===== src/rtl/ro_scheduler_n.sv =====
// Multi-core readout scheduler: a binary/gray slot counter hands the shared bus to core k
// whenever gray bit k toggles. Define RO_OVERRUN_EN to add sticky per-core overrun flags.
module ro_scheduler_n #(
    parameter int NUM_CORES = 8,
    parameter int GC_WIDTH  = 19,
    parameter int DATA_W    = 2
) (
    input  logic                          clk_master,
    input  logic                          reset,
    input  logic                          en,
    input  logic [NUM_CORES*DATA_W-1:0]   in_data,
    output logic [DATA_W-1:0]             readout,
    output logic                          readout_valid,
    output logic [$clog2(NUM_CORES)-1:0]  readout_core,
    output logic [GC_WIDTH-1:0]           gray,
    output logic                          frame_start
`ifdef RO_OVERRUN_EN
    ,
    output logic [NUM_CORES-1:0]          overrun
`endif
);
    localparam int CW = $clog2(NUM_CORES);
    localparam int KW = $clog2(GC_WIDTH + 1);
    localparam logic [KW-1:0]       NC_K    = KW'(NUM_CORES);
    localparam logic [GC_WIDTH-1:0] BIN_MAX = {GC_WIDTH{1'b1}};

    generate
        if (GC_WIDTH < NUM_CORES + 1 || NUM_CORES < 2) begin : g_param_check
            $error("ro_scheduler_n: need NUM_CORES >= 2 and GC_WIDTH >= NUM_CORES+1");
        end
    endgenerate

    // The toggling gray bit is the trailing-ones count; the wrap toggles the MSB.
    function automatic logic [KW-1:0] trailing_ones(input logic [GC_WIDTH-1:0] b);
        logic [KW-1:0] cnt;
        logic          run;
        cnt = {KW{1'b0}};
        run = 1'b1;
        for (int i = 0; i < GC_WIDTH; i++) begin
            if (run && b[i]) begin
                cnt = cnt + KW'(1);
            end else begin
                run = 1'b0;
            end
        end
        if (cnt == KW'(GC_WIDTH)) begin
            cnt = KW'(GC_WIDTH - 1);
        end else begin
            cnt = cnt;
        end
        return cnt;
    endfunction

    logic [GC_WIDTH-1:0] bin_r;
    logic [GC_WIDTH-1:0] bin_next_s;
    logic [KW-1:0]       k_s;
    logic                slot_s;
    logic                wrap_s;
    logic [DATA_W-1:0]   sel_data_s;

    // Slot decode and data mux for the current counter value.
    always_comb begin
        bin_next_s = bin_r + GC_WIDTH'(1);
        k_s        = trailing_ones(bin_r);
        slot_s     = (k_s < NC_K);
        wrap_s     = (bin_r == BIN_MAX);
        sel_data_s = {DATA_W{1'b0}};
        for (int i = 0; i < NUM_CORES; i++) begin
            sel_data_s = (k_s == KW'(i)) ? in_data[i*DATA_W +: DATA_W] : sel_data_s;
        end
    end

    // Counter, gray code and readout bus registers.
    always_ff @(posedge clk_master) begin
        if (reset) begin
            bin_r         <= {GC_WIDTH{1'b0}};
            gray          <= {GC_WIDTH{1'b0}};
            readout       <= {DATA_W{1'b0}};
            readout_valid <= 1'b0;
            readout_core  <= {CW{1'b0}};
            frame_start   <= 1'b0;
        end else if (en) begin
            bin_r       <= bin_next_s;
            gray        <= bin_next_s ^ (bin_next_s >> 1'b1);
            frame_start <= wrap_s;
            if (slot_s) begin
                readout       <= sel_data_s;
                readout_valid <= 1'b1;
                readout_core  <= k_s[CW-1:0];
            end else begin
                readout       <= {DATA_W{1'b0}};
                readout_valid <= 1'b0;
            end
        end else begin
            readout       <= {DATA_W{1'b0}};
            readout_valid <= 1'b0;
            frame_start   <= 1'b0;
        end
    end

`ifdef RO_OVERRUN_EN
    logic [NUM_CORES*DATA_W-1:0] prev_r;
    logic [NUM_CORES-1:0]        pend_r;
    logic [NUM_CORES-1:0]        change_s;
    logic [NUM_CORES-1:0]        own_s;

    // Per-core change detect and slot ownership.
    always_comb begin
        change_s = {NUM_CORES{1'b0}};
        own_s    = {NUM_CORES{1'b0}};
        for (int i = 0; i < NUM_CORES; i++) begin
            change_s[i] = (in_data[i*DATA_W +: DATA_W] != prev_r[i*DATA_W +: DATA_W]);
            own_s[i]    = slot_s && (k_s == KW'(i));
        end
    end

    // A second unread change before the core's slot is a lost sample.
    always_ff @(posedge clk_master) begin
        if (reset) begin
            prev_r  <= in_data;
            pend_r  <= {NUM_CORES{1'b0}};
            overrun <= {NUM_CORES{1'b0}};
        end else if (en) begin
            prev_r  <= in_data;
            pend_r  <= (pend_r | change_s) & ~own_s;
            overrun <= overrun | (pend_r & change_s & ~own_s);
        end else begin
            prev_r  <= prev_r;
            pend_r  <= pend_r;
            overrun <= overrun;
        end
    end
`endif

endmodule

===== config.mk =====
export PLATFORM = sky130hd
export DESIGN_NAME = ro_scheduler_n
export DESIGN_NICKNAME = d
export VERILOG_FILES = /design/src/rtl/ro_scheduler_n.sv
export SDC_FILE = /design/constraint.sdc
export NUM_CORES = 1
export LEC_CHECK = 0
export CORE_UTILIZATION = 45
export DETAILED_ROUTE_END_ITERATION = 16
export DONT_BUFFER_PORTS = 1
export PLACE_DENSITY = 0.61
export SYNTH_ARGS = -nofsm -noshare
export SYNTH_HDL_FRONTEND = slang
export SYNTH_SLANG_ARGS = --single-unit

===== constraint.sdc =====
create_clock -name clk_master -period 8.78 [get_ports clk_master]
set_clock_uncertainty 0.15 [all_clocks]
set_input_delay 0.878 -clock clk_master [delete_from_list [all_inputs] [get_ports clk_master]]
set_output_delay 0.878 -clock clk_master [all_outputs]
set_load 0.05 [all_outputs]

# Yosys cells after proc, flatten, opt, wreduce, memory -nomap -nowiden

Index checks and enable logic that the tools add are counted.

Register bits: 45
Output and inout bits: 26
Logic and storage cells: 107

$add $sub $neg: 19
Magnitude comparators: 1
Eq/ne operators: 9
Mux-type cells: 47
Bitwise gates (word level): 3
Reductions and logical operators: 22

Operators with widths:

| kind                                                | number |
|---|---|
| two-way mux 5 bit                                   | 18 |
| adder 5 x 1 -> 5 bit (second input constant)        | 17 |
| == test 5 x 3 -> 1 bit (second input constant)      | 4 |
| two-way mux 1 bit                                   | 20 |
| adder 19 x 1 -> 19 bit (second input constant)      | 1 |
| == test 19 bit (second input constant)              | 1 |
| XOR 19 x 18 -> 19 bit                               | 1 |
| logical AND 1 bit                                   | 18 |
| two-way mux 2 bit                                   | 9 |
| == test 5 x 2 -> 1 bit (second input constant)      | 2 |
| == test 5 x 1 -> 1 bit (second input constant)      | 1 |
| == test 5 bit (second input constant)               | 1 |
| logical NOT 5 bit                                   | 1 |
| < comparator 5 x 4 -> 1 bit (second input constant) | 1 |
| OR reduction 3 bit                                  | 1 |
| adder 1 x 1 -> 2 bit (second input constant)        | 1 |
| inverter 1 bit                                      | 2 |
| AND reduction 2 bit                                 | 1 |
| OR reduction 2 bit                                  | 1 |

# Logic depth before layout (Yosys ltp)

Depth in word-level cells: 48
Depth in mapped cells: 52

# Least setup slack after synthesis

OpenSTA, ideal clock, no wires.

Kind: reg2reg
Start point: register bin_r[1]
End point: register readout[0]
Setup time: 0.103 ns
Arrival time: 8.985 ns
Path slack: -0.458 ns
Stages on the path, launching flop included: 50
Path buffers: 1
Clock period less this slack: 9.238 ns
Cell sequence: dfxtp_1 > inv_1 > ha_1 > buf_2 > xnor2_1 > ha_1 > nor2b_1 > o21ai_0 > and2_1 > ha_1 > nor2_1 > nor2_1 > ha_1 > nand2_1 > o311a_1 > o21a_1 > nor3_1 > or2_2 > (+14 left out) > a21oi_1 > xnor2_1 > o21ai_0 > ha_1 > mux2i_1 > xnor2_1 > a21oi_1 > ha_1 > xnor2_1 > a32oi_1 > nor4b_1 > nand2_1 > ha_1 > nor2_1 > a31oi_1 > mux4_2 > nor2_1 > a2111oi_2

Word-level cells in the longest chain between the ends: 47
Elaborated cells between the ends (all ways): 91
Those cells by class: add/sub (17); order compare (1); eq/ne (8); mux (44); bitwise (1); reduce/logical (20)

Ends and longest elaborated chain:

| item                                                      | RTL line | text |
|---|---|---|
| start: declaration                                        | 54       | `logic [GC_WIDTH-1:0] bin_r;` |
| start signal: assignment                                  | 76       | `bin_r <= {GC_WIDTH{1'b0}};` |
| start signal: assignment                                  | 83       | `bin_r <= bin_next_s;` |
| logical AND 1 bit (*)                                     | 40       | `if (run && b[i]) begin` |
| two-way mux 2 bit or two-way mux 1 bit (tied branches)    | 40       |  |
| adder 5 x 1 -> 5 bit or logical AND 1 bit (tied branches) | 41, 40   |  |
| two-way mux 5 bit or two-way mux 1 bit (tied branches)    | 40       |  |
| adder 5 x 1 -> 5 bit or logical AND 1 bit (tied branches) | 41, 40   |  |
| two-way mux 5 bit or two-way mux 1 bit (tied branches)    | 40       |  |
| adder 5 x 1 -> 5 bit or logical AND 1 bit (tied branches) | 41, 40   |  |
| two-way mux 5 bit or two-way mux 1 bit (tied branches)    | 40       |  |
| (+24 left out)                                            | -        |  |
| adder 5 x 1 -> 5 bit or logical AND 1 bit (tied branches) | 41, 40   |  |
| two-way mux 5 bit or two-way mux 1 bit (tied branches)    | 40       |  |
| adder 5 x 1 -> 5 bit or logical AND 1 bit (tied branches) | 41, 40   |  |
| two-way mux 5 bit (*)                                     | 40       |  |
| == test 5 bit                                             | 46       | `if (cnt == KW'(GC_WIDTH)) begin` |
| two-way mux 5 bit (*)                                     | 46       |  |
| logical NOT 5 bit                                         | 69       | `sel_data_s = (k_s == KW'(i)) ? in_data[i*DATA_W +: DATA_W] : sel_data_s;` |
| two-way mux 2 bit (8 in series)                           | 69       |  |
| end signal: assignment                                    | 78       | `readout <= {DATA_W{1'b0}};` |
| end signal: assignment                                    | 87       | `readout <= sel_data_s;` |
| end signal: assignment                                    | 91       | `readout <= {DATA_W{1'b0}};` |
| end: declaration                                          | 12       | `output logic [DATA_W-1:0] readout,` |

Every way passes the cells marked *; elsewhere a longest branch is shown, timed or not.
A chain may end at the register's enable or synchronous reset.

# Worst setup path in the final report

Start point: register bin_r[0]
End point: register readout_core[2]

Word-level cells in the longest chain between the ends: 41
Elaborated cells between the ends (all ways): 77
Those cells by class: add/sub (18); order compare (1); eq/ne (1); mux (38); reduce/logical (19)

Ends and longest elaborated chain:

| item                                                      | RTL line | text |
|---|---|---|
| two-way mux 1 bit                                         | 40       |  |
| adder 1 x 1 -> 2 bit or logical AND 1 bit (tied branches) | 41, 40   |  |
| two-way mux 2 bit or two-way mux 1 bit (tied branches)    | 40       |  |
| adder 5 x 1 -> 5 bit or logical AND 1 bit (tied branches) | 41, 40   |  |
| two-way mux 5 bit or two-way mux 1 bit (tied branches)    | 40       |  |
| adder 5 x 1 -> 5 bit or logical AND 1 bit (tied branches) | 41, 40   |  |
| two-way mux 5 bit or two-way mux 1 bit (tied branches)    | 40       |  |
| adder 5 x 1 -> 5 bit or logical AND 1 bit (tied branches) | 41, 40   |  |
| (+25 left out)                                            | -        |  |
| adder 5 x 1 -> 5 bit or logical AND 1 bit (tied branches) | 41, 40   |  |
| two-way mux 5 bit or two-way mux 1 bit (tied branches)    | 40       |  |
| adder 5 x 1 -> 5 bit or logical AND 1 bit (tied branches) | 41, 40   |  |
| two-way mux 5 bit (*)                                     | 40       |  |
| == test 5 bit                                             | 46       |  |
| two-way mux 5 bit (*)                                     | 46       |  |
| < comparator 5 x 4 -> 1 bit                               | 65       | `slot_s = (k_s < NC_K);` |
| AND reduction 2 bit (no line)                             | -        |  |
| end signal: assignment                                    | 80       | `readout_core <= {CW{1'b0}};` |
| end signal: assignment                                    | 89       | `readout_core <= k_s[CW-1:0];` |
| end: declaration                                          | 14       | `output logic [$clog2(NUM_CORES)-1:0] readout_core,` |

Marks and branches as above.

==> results.sh <==
export IMPL_hp_class="reg -> reg"
export IMPL_gp_congestion=0.856
export IMPL_status="finished, violations left"
export IMPL_dp_final_hpwl_mm=9.19
export IMPL_path_class="reg -> reg"
export IMPL_start_util=0.464
export IMPL_setup_viol_count_final=6
export IMPL_routed_wl_mm=13.2
export IMPL_max_freq_mhz=108
export IMPL_yosysUniqueCellTypes=80
export IMPL_wl_per_cell_um=15.9
export IMPL_nNetsFinal=732
export IMPL_crit_path_max_fanout=5
export IMPL_clkLatencyLatePin_ps=290
export IMPL_grt_pass1_vias=4580
export IMPL_synth_seq_cells=44
export IMPL_rows=37
export IMPL_die_y_um=105
export IMPL_peakVddDrop_mv=0.113
export IMPL_worstMarginPinSlew_ps=929
export IMPL_diodes=0
export IMPL_failed_checks="negative setup slack"
export IMPL_port_buffers=0
export IMPL_dieArea_mm2=0.0111
export IMPL_synth_top_area_share=0.184
export IMPL_coreArea_mm2=0.0103
export IMPL_drtPass1Iterations=5
export IMPL_post_route_util=0.588
export IMPL_synth_edf_count=0
export IMPL_drc=0
export IMPL_htreeDepth=2
export IMPL_synth_ff_type="dfxtp_1"
export IMPL_grt_overflow=0
export IMPL_grt_pass1_wl_mm=22.0
export IMPL_cp_slowest_stage_delay_ps=400
export IMPL_cellLeakagePower_uw=0.00223
export IMPL_antenna_found_initial=0
export IMPL_crit_top_cell="buf_4"
export IMPL_worst_ep_arrival_time_ps=9290
export IMPL_synth_area_top_cells="dfxtp_1, xnor2_1, nor2_1, xor2_1, ha_1"
export IMPL_grt_total_usage=0.239
export IMPL_avgSynthCellArea_um2=7.59
export IMPL_path_delay_family="buffers and inverters"
export IMPL_grt_max_degree=56
export IMPL_drive_above_1_share=0.267
export IMPL_drv_cap=0
export IMPL_cts_tree="done"
export IMPL_endpoint_kind="flop"
export IMPL_ys_async_sr_fraction=0
export IMPL_clk_pin_slew_ps=80
export IMPL_viasPerCell=5.87
export IMPL_root_buffer="clkbuf_8"
export IMPL_dp_slack_ps=-708
export IMPL_finalSetupTns_ps=-2500
export IMPL_vias=4885
export IMPL_finalMaxSlewViolations=0
export IMPL_cts_hold_buf=0
export IMPL_hold_viol_final=0
export IMPL_timing_final_crit_share=1.06
export IMPL_worstPathRequired_ps=8800
export IMPL_powerDensity_mw_per_mm2=88.6
export IMPL_period_minus_slack_ps=9270
export IMPL_drtIter0Drc=441
export IMPL_synth_cells=631
export IMPL_grt_setup_unrepaired="true"
export IMPL_cts_sinks=44
export IMPL_dieWidth_um=105
export IMPL_cts_path_max_buffers=2
export IMPL_crit_buf_inv=19
export IMPL_syn_area_mm2=0.00479
export IMPL_ys_seq_area_frac=0.184
export IMPL_fin_ws_ps=-487
export IMPL_synth_most_common_cell="nor2_1"
export IMPL_relSlewSlack=0.381
export IMPL_crit_path_start_kind="flop"
export IMPL_cts_buffers=5
export IMPL_antenna_left=0
export IMPL_yosysWarnings=0
export IMPL_crit_path_top_delay_cell="dfxtp_4"
export IMPL_synth_fp_nets=668
export IMPL_syn2layout_area_growth_pct=26.7
export IMPL_synth_commonest_cells="nor2_1, xnor2_1, nand2_1, dfxtp_1, a21oi_1"
export IMPL_synth_top_cell_by_area="dfxtp_1"
export IMPL_ios=45
## placed cells by master, fill, tap and decap left out, drive strengths merged, types with 6 or more instances in the layout
master and n:
ha 18, xnor2 77, and2 13, a31oi 6, inv 13, nand4 10, nor2b 9, buf 97
clkbuf 6, a21oi 34, o211ai 6, a211oi 25, dfxtp 44, nand3 29, nor3 14, nor2 79
nand2 47, a21o 6, o21ai 15, and3 10, nand2b 9, xor2 26, mux2i 17
## per-layer routing
metal	global-route usage	routed length (µm)
met1	0.338	6400
met2	0.370	5840
met3	0.0312	657
met4	0.0785	337
met5	0	0
## path summary, 6_finish.rpt
check	from	endpoint	slack (ps)	depth (start not counted)
max	bin_r[0]	readout_core[2]	-490	55
min	bin_r[1]	bin_r[1]	380	2
max reg2reg	bin_r[0]	readout_core[2]	-490	55
min reg2reg	bin_r[1]	bin_r[1]	380	2
## power by group
group          internal [µW]  total (µW)  switching [µW]
Combinational           83.5         156            72.6
Clock                   84.4         150            65.5
Sequential               206         232            25.6
## worst min-delay path, cell delays in order, from the launching register on
cell      delay [ps]
dfxtp_4          370
nor2_1            80
a211oi_1          40
## final cells by class
class | instances | area, µm²
repair buffers | 97 | 728
well taps | 136 | 170
flip-flops and latches | 44 | 888
clock inverters | 2 | 35.0
inverters | 13 | 48.8
fillers | 928 | 4250
clock buffers | 6 | 72.6
multi-input cells | 534 | 4130
## repair_timing
| item | 4_1_cts | 5_1_grt |
|---|---|---|
| pin swaps | 43 | 39 |
| setup endpoints to repair | 6 | 6 |
| cloned | 0 | 0 |
| setup buffers | 30 | 8 |
| gates resized for setup | 26 | 36 |
## cell families after synthesis
logic type / Yosys count / share of synthesized area
and+or+nand+nor: 252 / 0.267
adders and majority gates: 19 / 0.0491
xor gates and xnor gates: 105 / 0.202
DFF: 44 / 0.184
muxes: 20 / 0.0449
AOI/OAI and AO/OA: 138 / 0.205
buffers and inverters: 53 / 0.0475
## per-stage QoR
step	std cells	total power [µW]	area, µm²	hold WS (ps)
after floorplan	631	324	4910	344
after global placement	786	345	5330	345
after detailed placement	786	347	5330	354
after CTS	824	519	5780	384
after global routing	832	562	6070	429
final	832	538	6070	379
## registers in the layout, indices dropped and copies added (netlist names)
signal and cells:
gray 19, readout_valid 1, frame_start 1, readout 2, readout_core 3, bin_r 18
Power figures use the tool's default switching activity.
==> patch 1, RTL diff (same settings) <==
Register the output `gray` once more, with the module's reset; this adds one clock of latency there. The other outputs are not delayed to match.
--- a/src/rtl/ro_scheduler_n.sv
+++ b/src/rtl/ro_scheduler_n.sv
@@ -24,4 +24,6 @@
     localparam logic [KW-1:0]       NC_K    = KW'(NUM_CORES);
     localparam logic [GC_WIDTH-1:0] BIN_MAX = {GC_WIDTH{1'b1}};
+
+    logic [GC_WIDTH-1:0] gray_s0;
 
     generate
@@ -75,5 +77,5 @@
         if (reset) begin
             bin_r         <= {GC_WIDTH{1'b0}};
-            gray          <= {GC_WIDTH{1'b0}};
+            gray_s0       <= {GC_WIDTH{1'b0}};
             readout       <= {DATA_W{1'b0}};
             readout_valid <= 1'b0;
@@ -82,5 +84,5 @@
         end else if (en) begin
             bin_r       <= bin_next_s;
-            gray        <= bin_next_s ^ (bin_next_s >> 1'b1);
+            gray_s0     <= bin_next_s ^ (bin_next_s >> 1'b1);
             frame_start <= wrap_s;
             if (slot_s) begin
@@ -133,3 +135,11 @@
 `endif
 
+    always_ff @(posedge clk_master) begin
+        if (reset) begin
+            gray <= '0;
+        end else begin
+            gray <= gray_s0;
+        end
+    end
+
 endmodule
Function: changed (Yosys sat finds a counterexample within 4 cycles, from zero or initial values and one cycle with reset high).
==> patch 1 against the original RTL <==
The run still ends with negative setup slack left; via count grew 2.1%; setup slack lost 0.24 ns; total power grew 47%; area after synthesis grew 8.9%; wire length grew 4.0%; sequential cell count grew 19; synthesized cell count grew 4.9%; final area grew 7.6%; critical path type unchanged.
==> patch 1: results (changes against the original RTL) <==
- The met1 routed wirelength after detailed routing was 6390 um (-0.13%).
- The total leakage power is 2.597 nW (+17%).
- Sequential area share after synthesis: 24.17% (+5.8 points)
- The CTS clock-pin slew for the worst setup and hold paths came to 0.05 ns (-0.03 ns).
* Top fanout value on the critical path: 4 (-1)
* Peak VDD IR: 177.8 uV (+58%)
- H-Tree Depth: 3 (+1)
* Slowest-stage cell, CP: nor4b_4
* Post-synth top cells: 79 x nor2_1, 72 x xnor2_1, 63 x dfxtp_1
- Total half-perimeter wirelength after legalization and detailed placement: 9018 um (-1.8%)
- The global-route track usage on met2 is 35.49% (-1.5 points).
- Post-synthesis cell type count: 66 (-18%)
- Cells after DPL: 816 (+3.8%)
- Ranked by total cell area, the synthesized netlist is headed by dfxtp_1 24%, xnor2_1 12%, nor2_1 5.7%.
- The via count normalized by instance count was 5.686 (-3.2%).
* Via count of the first global-routing pass: 4522 (-1.3%)
* First-pass GRT wire length: 21510 um (-2.4%)
- Initial DRT Pass Iterations: 6 (+1)
* Met1 usage: 30.76% (-3.0 points)
- The pin count of the biggest net entering global routing is 61 (+8.9%).
- Place WS: -0.4592 ns (+0.2488 ns)
- The detailed route wirelength on metal2 came to 6341 um (+8.6%).
- The run finished, with violations left.
- The total number of nets in the final design was 770 (+5.2%).
* Routability Congestion: 0.9224 (+7.7%)
- First DRT Iteration DRCs: 477 (+8.2%)
- Slew of the pin with the lowest slew margin: 0.8000 ns (-0.1291 ns)
* Post-Route Setup TNS: -4.039 ns (-1.543 ns)
- The total routing usage reported by global routing is 22.68% (-1.2 points).
- The insertion delay of the later-clocked pin in the worst-skew pair came to 0.32 ns (+0.03 ns).
- Placement Cell Area: 0.005663 sq mm (+6.3%)
- The global routing usage on met3 was 3.794% (+0.67 points).
- The post-layout worst setup margin came to -0.7260 ns (-0.2394 ns).
- CTS Root Cell: clkbuf_16
* Mapped Avg Cell Area: 7.881 sq um (+3.8%)
- The final count of negative-setup-slack endpoints is 6 (unchanged).
- Total via count in the routed design: 4987 (+2.1%)
- The total wire length after detailed routing was 13760 um (+4.0%).
- Violations in the final reports: negative setup slack
- CP Data Arrival Time: 9.59 ns (+0.30 ns)
- The net count of the mapped netlist is 699 (+4.6%).
- The worst hold path cell count was 1 (-1).
- The maximum clock frequency was 105.2 MHz (-2.5%).
-- patch 1: cells by family (layout without fill, tap and decap cells) --
family / after synthesis / in the layout / share of synthesized area, %
fa+ha+maj: 18 / 18 / 4.317
compound gates: 124 / 124 / 15.78
flops: 63 / 63 / 24.17
buf+inv: 57 / 132 / 4.412
mux: 31 / 31 / 6.211
xor+xnor: 109 / 109 / 20.12
simple gates: 260 / 260 / 24.99
-- patch 1: what timing repair did --
action | 4_1_cts | 5_1_grt
gates resized for setup | 30 | 29
setup buffers | 34 | 13
pin swaps | 37 | 51
endpoints found under the setup margin | 6 | 6
hold endpoints to repair | 0 | 0
-- patch 1: critical path: cells and delay by family, from the launching register on --
kind,cells,cell delay (ns)
AOI/OAI and AO/OA,20,2.96
adders and majority gates,9,2.41
and+or+nand+nor,17,1.90
xor gates and xnor gates,5,0.90
muxes,3,0.55
DFF,1,0.36
buffers and inverters,1,0.17
-- patch 1: layout make-up --
type	instances	area [sq um]
clock buffers	11	242.7
fillers	989	4549
clock inverters	4	22.52
inverters	19	71.32
multi-input cells	542	4004
flip-flops and latches	63	1266
repair buffers	98	747.0
well taps	140	175.2
-- patch 1: final timing paths --
check,start,end,slack [ns]
worst max-delay path,bin_r[1],readout_core[1],-0.73
worst min-delay path,gray_s0[16],gray[16],0.31
worst max register to register,bin_r[1],readout_core[1],-0.73
worst min register to register,gray_s0[16],gray[16],0.31
-- patch 1: power by group --
group	leakage, nW	switching (mW)	internal [mW]
Clock	0.131	0.114	0.195
Sequential	0.515	0.0203	0.297
Combinational	1.95	0.0782	0.0859
==> patch 2, RTL diff (same flow settings) <==
Made on the original files. Set the parameter `GC_WIDTH` to 38 (it was 19).
--- a/src/rtl/ro_scheduler_n.sv
+++ b/src/rtl/ro_scheduler_n.sv
@@ -3,5 +3,5 @@
 module ro_scheduler_n #(
     parameter int NUM_CORES = 8,
-    parameter int GC_WIDTH  = 19,
+    parameter int GC_WIDTH  = 38,
     parameter int DATA_W    = 2
 ) (
Interface: changed (resized gray); port bits go from 45 to 64. The function was not compared with the original's and may differ.
==> patch 2 against the original RTL <==
The run still ends with negative setup slack left; wire length is 150% higher; clock power grew to 2.5 times the old value; sequential cell count is 38 higher; utilization is 7.8 points higher; non-clock buffer count rose by 356; setup slack worse by 11 ns; maximum frequency down 54%; final area up 130%; total power increased by 96%; area after synthesis grew 100%; critical path depth rose by 72; sequential power is 83% higher; largest cell class unchanged.
==> patch 2: results (changes against the original RTL) <==
* Post-Route Setup TNS: -68.87 ns (-66.37 ns)
- Layout filler cell count: 1852 (+100%)
* Largest registers: gray: 38 flops, bin_r: 37 flops, readout_core: 3 flops
- The post-layout worst setup margin was -11.54 ns (-11.06 ns).
- The maximum resistive drop on vdd came to 105.8 uV (-6.2%).
- The number of cells in the design after placement was 1934 (+150%).
- Pin count of the biggest net entering global routing: 100 (+79%)
- Routability Congestion: 0.9116 (+6.4%)
- First-pass GRT wire length: 52300 um (+140%)
- Worst-path clk slew: ~0.070 ns
- The total routing usage reported by global routing came to 28.87% (+5.0 points).
* Filler-free cell count of the finished design: 2041 (+150%)
- The area after detailed placement was 0.01288 sq mm (+140%).
- The violation count after the first detailed-route iteration was 626 (+42%).
- The insertion delay of the later-clocked pin in the worst-skew pair came to 0.35 ns (+0.06 ns).
- For this run, the slowest stage of the critical path takes 0.41 ns.
- Yosys attributes the largest share of cell area to dfxtp_1 17%, xnor2_1 12%, nor2_1 7.0%.
* Leakage Power: 5.727 nW (+160%)
* H-Tree Depth: 3 (+1)
- CTS Root Cell: clkbuf_16
- The net count of the mapped netlist was 1428 (+110%).
- The switching share of power was 31.24% (+0.81 points).
* Total half-perimeter wirelength after legalization and detailed placement: 23770 um (+160%)
- In the synthesized netlist the dominant register cell turns out to be dfxtp_1.
- Total via count in the routed design: 11323 (+130%)
* Violations in the final reports: negative setup slack
- Post-synthesis cell type count: 84 (+5.0%)
* Sequential area share after synthesis: 16.73% (-1.7 points)
- Fraction of final layout cells with drive strength greater than 1: 33.58% (+6.9 points)
- Mapped Avg Cell Area: 7.156 sq um (-5.8%)
- Routed wire length: 32810 um (+150%)
* Setup violations, final: 6 (unchanged)
- Status: finished with violations
- CP Data Arrival Time: 20.45 ns (+11.16 ns)
patch 2: changes by cell type after synthesis, sizes merged, moves of 33 or more:
cell / change
a21oi: +35
clkbuf: +35
dfxtp: +38
nand2: +125
nand3: +33
nor2: +106
o21ai: +48
xnor2: +75
xor2: +38
patch 2: kinds of logic (layout without fill, tap and decap cells):
family | count (synthesis) | in the layout | share of synthesized area, %
adders and majority gates | 39 | 39 | 4.948
muxes | 38 | 38 | 4.030
DFF | 82 | 82 | 16.73
xor gates and xnor gates | 223 | 223 | 22.54
and+or+nand+nor | 627 | 627 | 30.47
buffers and inverters | 99 | 494 | 4.043
AOI/OAI and AO/OA | 263 | 263 | 17.24
patch 2: final cells by class:
type | instances | area share [%]
clock inverters | 6 | 0.3720
clock buffers | 10 | 1.692
multi-input cells | 1190 | 59.06
repair buffers | 453 | 24.10
inverters | 25 | 0.6643
flip-flops and latches | 82 | 11.67
well taps | 275 | 2.436
patch 2: per-layer routing:
| layer | GRT usage [%] | vias up | routed length, um |
|---|---|---|---|
| met5 | 0 | - | 0 |
| met4 | 10.20 | 0 | 899 |
| met3 | 3.841 | 62 | 1924 |
| met2 | 49.05 | 362 | 15420 |
| met1 | 37.17 | 5276 | 14570 |
| li1 | - | 5623 | - |
patch 2: stage by stage:
step	worst slack, ns	hold WS, ns	util, %
floorplan	-11.08	0.3545	-
global placement	-10.88	0.4188	60.68
detailed placement	-11.52	0.4347	60.68
CTS	-11.17	0.4288	65.06
global route	-12.36	0.4247	66.57
finish	-11.54	0.4367	66.57
patch 2: power by group through the flow:
stage | Clock, mW | Combinational (mW) | Sequential, mW
2_1_floorplan | 0 | 0.127 | 0.430
3_3_place_gp | 0 | 0.183 | 0.432
3_5_place_dp | 0 | 0.187 | 0.432
4_1_cts | 0.386 | 0.221 | 0.424
5_1_grt | 0.401 | 0.266 | 0.426
6_report | 0.379 | 0.249 | 0.424
patch 2: final timing paths:
kind,start,end,slack (ns),cells after the start
hold reg to reg,bin_r[33],bin_r[33],0.44,2
setup / recovery,bin_r[0],readout_core[1],-11.54,127
hold / removal,bin_r[33],bin_r[33],0.44,2
setup reg to reg,bin_r[0],readout_core[1],-11.54,127
patch 2: worst max-delay path, delay by kind of cell (launching register included):
| family | cells | cell delay [ns] |
|---|---|---|
| AOI/OAI and AO/OA | 16 | 2.42 |
| xor gates and xnor gates | 6 | 1.13 |
| adders and majority gates | 18 | 4.80 |
| buffers and inverters | 52 | 6.55 |
| DFF | 1 | 0.41 |
| muxes | 10 | 2.20 |
| and+or+nand+nor | 25 | 2.60 |
patch 2: repair_timing:
item                                    4_1_cts  5_1_grt
buffers inserted                             76       17
endpoints found under the hold margin         0        0
resized for setup                            15       36
pin swaps                                    60       56
endpoints found under the setup margin        6        6
